$ cat src/rtl/tlul_pkg.sv
// TL-UL bus payload types and opcodes shared by hosts, devices and benches.
package tlul_pkg;

  localparam int unsigned AddrW = 32;
  localparam int unsigned DataW = 32;
  localparam int unsigned MaskW = DataW / 8;
  localparam int unsigned SrcW  = 8;

  // A-channel opcodes
  localparam logic [2:0] PutFullData    = 3'h0;
  localparam logic [2:0] PutPartialData = 3'h1;
  localparam logic [2:0] Get            = 3'h4;

  // D-channel opcodes
  localparam logic [2:0] AccessAck      = 3'h0;
  localparam logic [2:0] AccessAckData  = 3'h1;

  typedef struct packed {
    logic             a_valid;
    logic [2:0]       a_opcode;
    logic [2:0]       a_param;
    logic [1:0]       a_size;
    logic [SrcW-1:0]  a_source;
    logic [AddrW-1:0] a_address;
    logic [MaskW-1:0] a_mask;
    logic [DataW-1:0] a_data;
    logic             d_ready;
  } tl_h2d_t;

  typedef struct packed {
    logic             d_valid;
    logic [2:0]       d_opcode;
    logic [2:0]       d_param;
    logic [1:0]       d_size;
    logic [SrcW-1:0]  d_source;
    logic             d_sink;
    logic [DataW-1:0] d_data;
    logic             d_error;
    logic             a_ready;
  } tl_d2h_t;

endpackage

$ cat src/rtl/tlul_simple_host.sv
// Single-outstanding TL-UL host: turns one req/gnt/rvalid transaction into a
// TL-UL A request and returns the matching D response, with a response
// timeout that drains a late reply so a hung device cannot stall the master.
// Ports:
//   clk_i, rst_i               clock, synchronous active-high reset
//   req_i/gnt_o                master request / accept (gnt only in IDLE)
//   we_i, addr_i, wdata_i, be_i  transaction fields, captured at grant
//   rvalid_o, rdata_o, err_o   one-cycle response pulse with held data/error
//   tl_o, tl_i                 TL-UL host-to-device / device-to-host channels
module tlul_simple_host
  import tlul_pkg::*;
#(
  parameter int unsigned SourceId      = 0,
  parameter int unsigned TimeoutCycles = 1024
) (
  input  logic        clk_i,
  input  logic        rst_i,
  input  logic        req_i,
  output logic        gnt_o,
  input  logic        we_i,
  input  logic [31:0] addr_i,
  input  logic [31:0] wdata_i,
  input  logic [3:0]  be_i,
  output logic        rvalid_o,
  output logic [31:0] rdata_o,
  output logic        err_o,
  output tl_h2d_t     tl_o,
  input  tl_d2h_t     tl_i
);

  localparam int unsigned CntW = (TimeoutCycles > 1) ? $clog2(TimeoutCycles) : 1;

  typedef enum logic [1:0] {IDLE, ADDR, RESP, DRAIN} state_e;

  state_e            state;
  logic              gnt_q;
  logic              a_valid_q;
  logic              d_ready_q;
  logic              rvalid_q;
  logic [DataW-1:0]  rdata_q;
  logic              err_q;
  logic              we_q;
  logic [2:0]        opcode_q;
  logic [AddrW-1:0]  addr_q;
  logic [DataW-1:0]  wdata_q;
  logic [MaskW-1:0]  be_q;
  logic [CntW-1:0]   cnt;

  logic rsp_err_c;
  logic timeout_c;
  logic unused_d;

  // Response error: device error, foreign source, or opcode not matching the request kind
  always_comb begin
    rsp_err_c = tl_i.d_error
              | (tl_i.d_source != SrcW'(SourceId))
              | (we_q ? (tl_i.d_opcode != AccessAck) : (tl_i.d_opcode != AccessAckData));
  end

  // Expiry on the last allowed RESP cycle; a same-cycle d_valid wins
  always_comb begin
    timeout_c = (TimeoutCycles != 0)
              && (cnt == CntW'(TimeoutCycles - 1))
              && !tl_i.d_valid;
  end

  assign unused_d = ^{tl_i.d_param, tl_i.d_size, tl_i.d_sink};

  // Transaction state machine; every output is a register
  always_ff @(posedge clk_i) begin
    if (rst_i) begin
      state     <= IDLE;
      gnt_q     <= 1'b1;
      a_valid_q <= 1'b0;
      d_ready_q <= 1'b0;
      rvalid_q  <= 1'b0;
      rdata_q   <= '0;
      err_q     <= 1'b0;
      we_q      <= 1'b0;
      opcode_q  <= Get;
      addr_q    <= '0;
      wdata_q   <= '0;
      be_q      <= '0;
      cnt       <= '0;
    end else begin
      rvalid_q <= 1'b0;
      case (state)
        IDLE: begin
          if (req_i) begin
            we_q      <= we_i;
            addr_q    <= addr_i;
            wdata_q   <= wdata_i;
            be_q      <= be_i;
            opcode_q  <= !we_i ? Get : ((be_i == 4'hF) ? PutFullData : PutPartialData);
            a_valid_q <= 1'b1;
            gnt_q     <= 1'b0;
            state     <= ADDR;
          end
        end
        // a_valid is held until accepted; no timeout here
        ADDR: begin
          if (tl_i.a_ready) begin
            a_valid_q <= 1'b0;
            d_ready_q <= 1'b1;
            cnt       <= '0;
            state     <= RESP;
          end
        end
        RESP: begin
          if (tl_i.d_valid) begin
            d_ready_q <= 1'b0;
            rvalid_q  <= 1'b1;
            rdata_q   <= we_q ? '0 : tl_i.d_data;
            err_q     <= rsp_err_c;
            gnt_q     <= 1'b1;
            state     <= IDLE;
          end else if (timeout_c) begin
            rvalid_q  <= 1'b1;
            rdata_q   <= '0;
            err_q     <= 1'b1;
            state     <= DRAIN;
          end else begin
            cnt <= cnt + CntW'(1);
          end
        end
        // Keep d_ready up to swallow the late reply already owed to us
        DRAIN: begin
          if (tl_i.d_valid) begin
            d_ready_q <= 1'b0;
            gnt_q     <= 1'b1;
            state     <= IDLE;
          end
        end
        default: state <= IDLE;
      endcase
    end
  end

  assign gnt_o    = gnt_q;
  assign rvalid_o = rvalid_q;
  assign rdata_o  = rdata_q;
  assign err_o    = err_q;

  always_comb begin
    tl_o           = '0;
    tl_o.a_valid   = a_valid_q;
    tl_o.a_opcode  = opcode_q;
    tl_o.a_param   = 3'h0;
    tl_o.a_size    = 2'd2;
    tl_o.a_source  = SrcW'(SourceId);
    tl_o.a_address = addr_q;
    tl_o.a_mask    = be_q;
    tl_o.a_data    = wdata_q;
    tl_o.d_ready   = d_ready_q;
  end

endmodule
$ cat config.mk
export PLATFORM = sky130hd
export DESIGN_NAME = tlul_simple_host
export DESIGN_NICKNAME = d
export VERILOG_FILES = /design/src/rtl/tlul_pkg.sv /design/src/rtl/tlul_simple_host.sv
export SDC_FILE = /design/constraint.sdc
export NUM_CORES = 1
export LEC_CHECK = 0
export ABC_AREA = 1
export CAP_MARGIN = 20
export CORE_MARGIN = 2
export CORE_UTILIZATION = 40
export CTS_BUF_LIST = sky130_fd_sc_hd__clkbuf_16
export CTS_CLUSTER_DIAMETER = 30
export DETAILED_ROUTE_END_ITERATION = 16
export PLACE_DENSITY = 0.81
export RECOVER_POWER = 50
export SLEW_MARGIN = 15
export SYNTH_ARGS = -nofsm -noshare
export SYNTH_HDL_FRONTEND = slang
export SYNTH_SLANG_ARGS = --single-unit
$ cat constraint.sdc
create_clock -name clk_i -period 1.9 [get_ports clk_i]
set_input_delay 0.285 -clock clk_i [delete_from_list [all_inputs] [get_ports clk_i]]
set_output_delay 0.285 -clock clk_i [all_outputs]
set_load 0.02 [all_outputs]
==> results of run 1 <==
-- report_power, final --
part	switching [mW]	total, mW	internal (mW)
registers	0.162	3.01	2.84
logic	1.18	2.16	0.978
clock network	1.05	2.90	1.86
total	2.39	8.07	5.68
-- state kept, by name, indices dropped and copies added, names as in the netlist --
register,count
addr_q,32
rdata_o,32
wdata_q,32
cnt,10
be_q,4
opcode_q,2
state,2
a_valid_q,1
d_ready_q,1
err_o,1
gnt_o,1
rvalid_o,1
we_q,1
-- metrics by stage --
| stage | area [µm²] | std cells | hold WS (ps) | setup slack [ps] | power (mW) |
|---|---|---|---|---|---|
| 3_5_place_dp | 7030 | 971 | 451 | 114 | 5.28 |
| 3_3_place_gp | 7030 | 971 | 447 | 167 | 5.25 |
| 2_1_floorplan | 4740 | 646 | 432 | 469 | 4.22 |
| 5_1_grt | 7540 | 1001 | 434 | 44.7 | 8.48 |
| 4_1_cts | 7550 | 1001 | 412 | 198 | 8.21 |
| 6_report | 7540 | 1001 | 429 | 190 | 8.07 |
-- path summary, 6_finish.rpt --
| path | from | end | slack, ps | depth (start not counted) |
|---|---|---|---|---|
| worst min-delay path | tl_i[32] | rdata_o[30] | 430 | 3 |
| worst min register to register | gnt_o | gnt_o | 460 | 2 |
| worst max-delay path | addr_q[3] | tl_o[40] | 190 | 1 |
| worst max register to register | state[0] | rdata_o[16] | 220 | 7 |
-- logic make-up after synthesis --
group | after synthesis
other | 2
and+or+nand+nor | 315
buffers and inverters | 75
AOI/OAI and AO/OA | 119
DFF | 120
adders and majority gates | 1
xor gates and xnor gates | 2
-- metal layers --
metal  vias to the layer above  part of all wire (%)  GRT usage (%)
met2                       158                    51           38.4
met3                        24                   6.8           8.42
met4                         0                   2.4           9.19
met1                      2116                    40           24.7
met5                         -                     0              0
li1                       2418                     -              -
-- worst reg2reg max path, delay by kind of cell, from the launching register on --
kind,cells,cell delay [ps]
AND/OR/NAND/NOR,3,630
buffers and inverters,3,490
flip-flops,1,340
AO/OA/AOI/OAI,1,150
-- area by class of cell --
cell class | instances | share of cell area (%)
flip-flops and latches | 120 | 31.9
repair buffers | 233 | 31.6
multi-input cells | 451 | 25.9
clock buffers | 17 | 5.64
well taps | 143 | 2.37
clock inverters | 13 | 1.36
inverters | 24 | 1.20
-- layout by cell type (no fill, tap or decap), types with 2 or more instances in the layout --
master             n
bufinv_16          2
nand2_1          114
nand3b_1           3
conb_1            14
buf_12             6
nand4_1            4
inv_2              2
dfxtp_1          120
inv_1             29
clkdlybuf4s50_1  189
a21oi_1           42
o21ai_0           73
clkinv_1           3
nand3_1           17
nand2_2            3
clkbuf_16         17
nor2_1           169
dlygate4sd3_1     35
==> results.json, run 1 <==
{
  "htreeDepth": 4,
  "cts_hold_buf": 0,
  "place_congestion": 0.875,
  "ios": 245,
  "grt_pass1_wl_mm": 22.1,
  "grt_pass1_vias": 4507,
  "yosysWarningCount": 0,
  "totalWireLength_mm": 13.7,
  "synth_async_sr_flop_share_pct": 0,
  "cts_resized": 0,
  "rows": 39,
  "routed_via_density": 4.71,
  "worst-path-max-fanout": 2,
  "finalHoldViolCount": 0,
  "slowest_delay_ps": 690,
  "synth_edf_count": 0,
  "synth_top_family_by_area": "simple AND/OR/NAND/NOR gates",
  "drc": 0,
  "die-area_um2": 12600,
  "slowest_stage": "dlygate4sd3_1",
  "ys_types": 29,
  "insertion_delay_ps": 420,
  "peakVddDrop_mv": 0.750,
  "wl_per_cell_um": 13.6,
  "report.final.slew_viol_count": 0,
  "diodes": 0,
  "skew_ps": 11.9,
  "die_height_um": 112,
  "cts_num_sinks": 120,
  "power.density_nw_per_um2": 1070,
  "synth_area_um2": 4690,
  "initial_core_util_pct": 41.1,
  "post-route-util_pct": 66.0,
  "grt_overflow": 0,
  "dp.final_hpwl_mm": 9.33,
  "yosysMostFrequentCell": "nor2_1",
  "clk_pin_slew_ps": 50,
  "fin_crit_ps": 1710,
  "maxCapViolCount": 0,
  "rsz0062_at_grt": "false",
  "syn_avg_cell_area_um2": 7.40,
  "yosys.area.top_type": "dfxtp_1",
  "max_slew.worst_pin.slew_ps": 538,
  "cts_buffers": 17,
  "fillCellCount": 966,
  "crit_required_ps": 1620,
  "postCtsSetupRepairBufs": 0,
  "synth_compound_area_share_pct": 12.9,
  "post-route-period-util_pct": 90.0,
  "area_growth_pct": 60.6,
  "setup_violations": 0,
  "synthFlopType": "dfxtp_1",
  "worstPathCellList": "dlygate4sd3_1",
  "yosysSeqAreaShare_pct": 51.2,
  "cp_num_buf_inv": 1,
  "regArea_um2": 2400,
  "ys_seq_elements": 120,
  "core_area_um2": 11400,
  "synth_xor_area_share_pct": 0.373,
  "dr.first_iter.drc_count": 229,
  "drt_first_pass_iters": 4,
  "muxShareOfSynthArea_pct": 0,
  "synth_area_leaders": "dfxtp_1 51%, nor2_1 14%, nand2_1 9.0%",
  "setup_tns_ps": 0,
  "synth_top_area_share_pct": 51.2,
  "antenna_found_initial": 0,
  "nets": 972,
  "fmax_ghz": 0.585,
  "syn_inst": 634,
  "clock_path_buffers": 2,
  "hp-class": "in -> reg",
  "outcome": "complete, no violations",
  "cp_data_arrival_time_ps": 1430,
  "p_leak_nw": 3.07,
  "slew_headroom_pct": 64.0,
  "crit_family": "buffers and inverters",
  "cts-root-buf": "clkbuf_16",
  "track_usage_pct": 22.3,
  "cts_tree": "yes",
  "die_x_um": 112,
  "grt_max_degree": 76,
  "startpoint_type": "register",
  "synth_simple_gate_area_share_pct": 26.9,
  "synth_fa_ha_area_share_pct": 0.267,
  "drive_gt1_share_pct": 4.31,
  "multiInputGateArea_um2": 1950,
  "critPathKind": "reg -> out",
  "port_buffers": 224,
  "crit_path_end_kind": "output pin",
  "drtAntennaViolNets": 0,
  "synth_commonest_cells": "169 x nor2_1, 120 x dfxtp_1, 113 x nand2_1",
  "vias": 4716
}
No activity file was read; power rests on OpenSTA's default activity.
==> run 2, diff against run 1 <==
Settings changed: CORE_UTILIZATION 40 to 41, CTS_BUF_LIST sky130_fd_sc_hd__clkbuf_16 to sky130_fd_sc_hd__clkbuf_4, PLACE_DENSITY 0.81 to 0.83.
==> results.json, run 2 (synthesis results as in run 1) <==
{
  "outcome": "complete, no violations",
  "setup_ws_ps": 88.1,
  "wl_met3_mm": 1.03,
  "layout_common_cells": "223 x clkdlybuf4s50_1, 170 x nor2_1, 120 x dfxtp_1",
  "fin_crit_ps": 1810,
  "antenna_found_initial": 0,
  "worstPathCellList": "clkdlybuf4s50_1",
  "cts_tree": "yes",
  "setup_tns_ps": 0,
  "met1_length_mm": 5.16,
  "crit_family": "buffers and inverters",
  "grt_max_degree": 38,
  "p_int_mw": 4.76,
  "track_usage_pct": 22.4,
  "crit_required_ps": 1620,
  "p_comb_share_pct": 31.0,
  "fmax_ghz": 0.552,
  "ios": 245,
  "startpoint_type": "register",
  "wl_per_cell_um": 13.2,
  "cts_buffers": 17,
  "fin_cells": 1008,
  "diodes": 0,
  "dr.first_iter.drc_count": 207,
  "clock_path_buffers": 2,
  "post-route-period-util_pct": 95.4,
  "pwr-share-seq_pct": 42.9,
  "cp_num_buf_inv": 1,
  "drt_first_pass_iters": 4,
  "crit_path_end_kind": "output pin",
  "slowest_delay_ps": 640,
  "insertion_delay_ps": 530,
  "rsz0062_at_grt": "false",
  "totalWireLength_mm": 13.3,
  "die-area_um2": 12300,
  "drtAntennaViolNets": 0,
  "net-switching-power_mw": 2.24,
  "core_area_um2": 11300,
  "drive_gt1_share_pct": 5.43,
  "critPathKind": "reg -> out",
  "dp.final_hpwl_mm": 9.86,
  "cts-root-buf": "clkbuf_4",
  "fin_area_um2": 7280,
  "power.density_nw_per_um2": 961,
  "die_height_um": 111,
  "peakVddDrop_mv": 0.621,
  "port_buffers": 224,
  "vias": 4736,
  "initial_core_util_pct": 41.6,
  "place_congestion": 0.849,
  "hp-class": "in -> reg",
  "routed.top_layer": "met4",
  "grt_pass1_wl_mm": 21.9,
  "postCtsSetupRepairBufs": 0,
  "rows": 39,
  "nets": 977,
  "drc": 0,
  "p_leak_nw": 2.85,
  "skew_ps": 11.7,
  "dpl_worst_slack_ps": 105,
  "grt_overflow": 0,
  "clk_pin_slew_ps": 100,
  "finalHoldViolCount": 0,
  "slowest_stage": "clkdlybuf4s50_1",
  "maxCapViolCount": 0,
  "die_x_um": 111,
  "worst-path-max-fanout": 2,
  "grt_pass1_vias": 4563,
  "setup_violations": 0,
  "placed_cells": 976,
  "wl_met2_mm": 6.70,
  "dpl_cell_area_um2": 7040,
  "final_common_cell": "clkdlybuf4s50_1",
  "post-route-util_pct": 64.6,
  "area_growth_pct": 55.1,
  "report.final.slew_viol_count": 0,
  "power.share.clock_pct": 26.2,
  "cts_num_sinks": 120,
  "htreeDepth": 4,
  "routed_via_density": 4.70,
  "swShare_pct": 32.0,
  "cp_data_arrival_time_ps": 1530
}
## run 2: area by class of cell
class	count	area [µm²]
Tap cell	143	179
Clock inverter	12	133
Clock buffer	20	150
Fill cell	982	4000
Inverter	24	90.1
Timing Repair Buffer	238	2390
Multi-Input combinational cell	451	1940
Sequential cell	120	2400
## run 2: final timing paths
path	from	to	slack [ps]	cells after the start
setup reg to reg	state[1]	cnt[4]	160	6
hold reg to reg	rdata_o[20]	rdata_o[20]	460	2
hold / removal	tl_i[28]	rdata_o[26]	300	3
setup / recovery	rdata_o[12]	rdata_o[12]	90	1
## run 2: power groups by stage
stage | combinational [mW] | clock (mW) | sequential, mW
after floorplan | 0.806 | 0 | 3.41
after global placement | 2.19 | 0 | 3.04
after detailed placement | 2.21 | 0 | 3.06
after CTS | 2.22 | 1.89 | 3.00
after global routing | 2.37 | 2.00 | 3.05
final | 2.16 | 1.83 | 3.00
## run 2: routing by layer
layer  global-route usage (%)  vias to the layer above
li1                         -                     2427
met5                        0                        -
met4                     10.7                        0
met3                     9.19                       35
met2                     39.1                      162
met1                     23.3                     2112
## run 2: timing repair
| action | CTS | global route |
|---|---|---|
| hold buffers | 0 | 0 |
| setup endpoints to repair | 0 | 1 |
| resized for setup | 0 | 1 |
## run 2: per-stage QoR
step / hold WS, ps / power, mW
2_1_floorplan: 432 / 4.22
3_3_place_gp: 441 / 5.24
3_5_place_dp: 448 / 5.27
4_1_cts: 262 / 7.11
5_1_grt: 259 / 7.42
6_report: 299 / 6.99
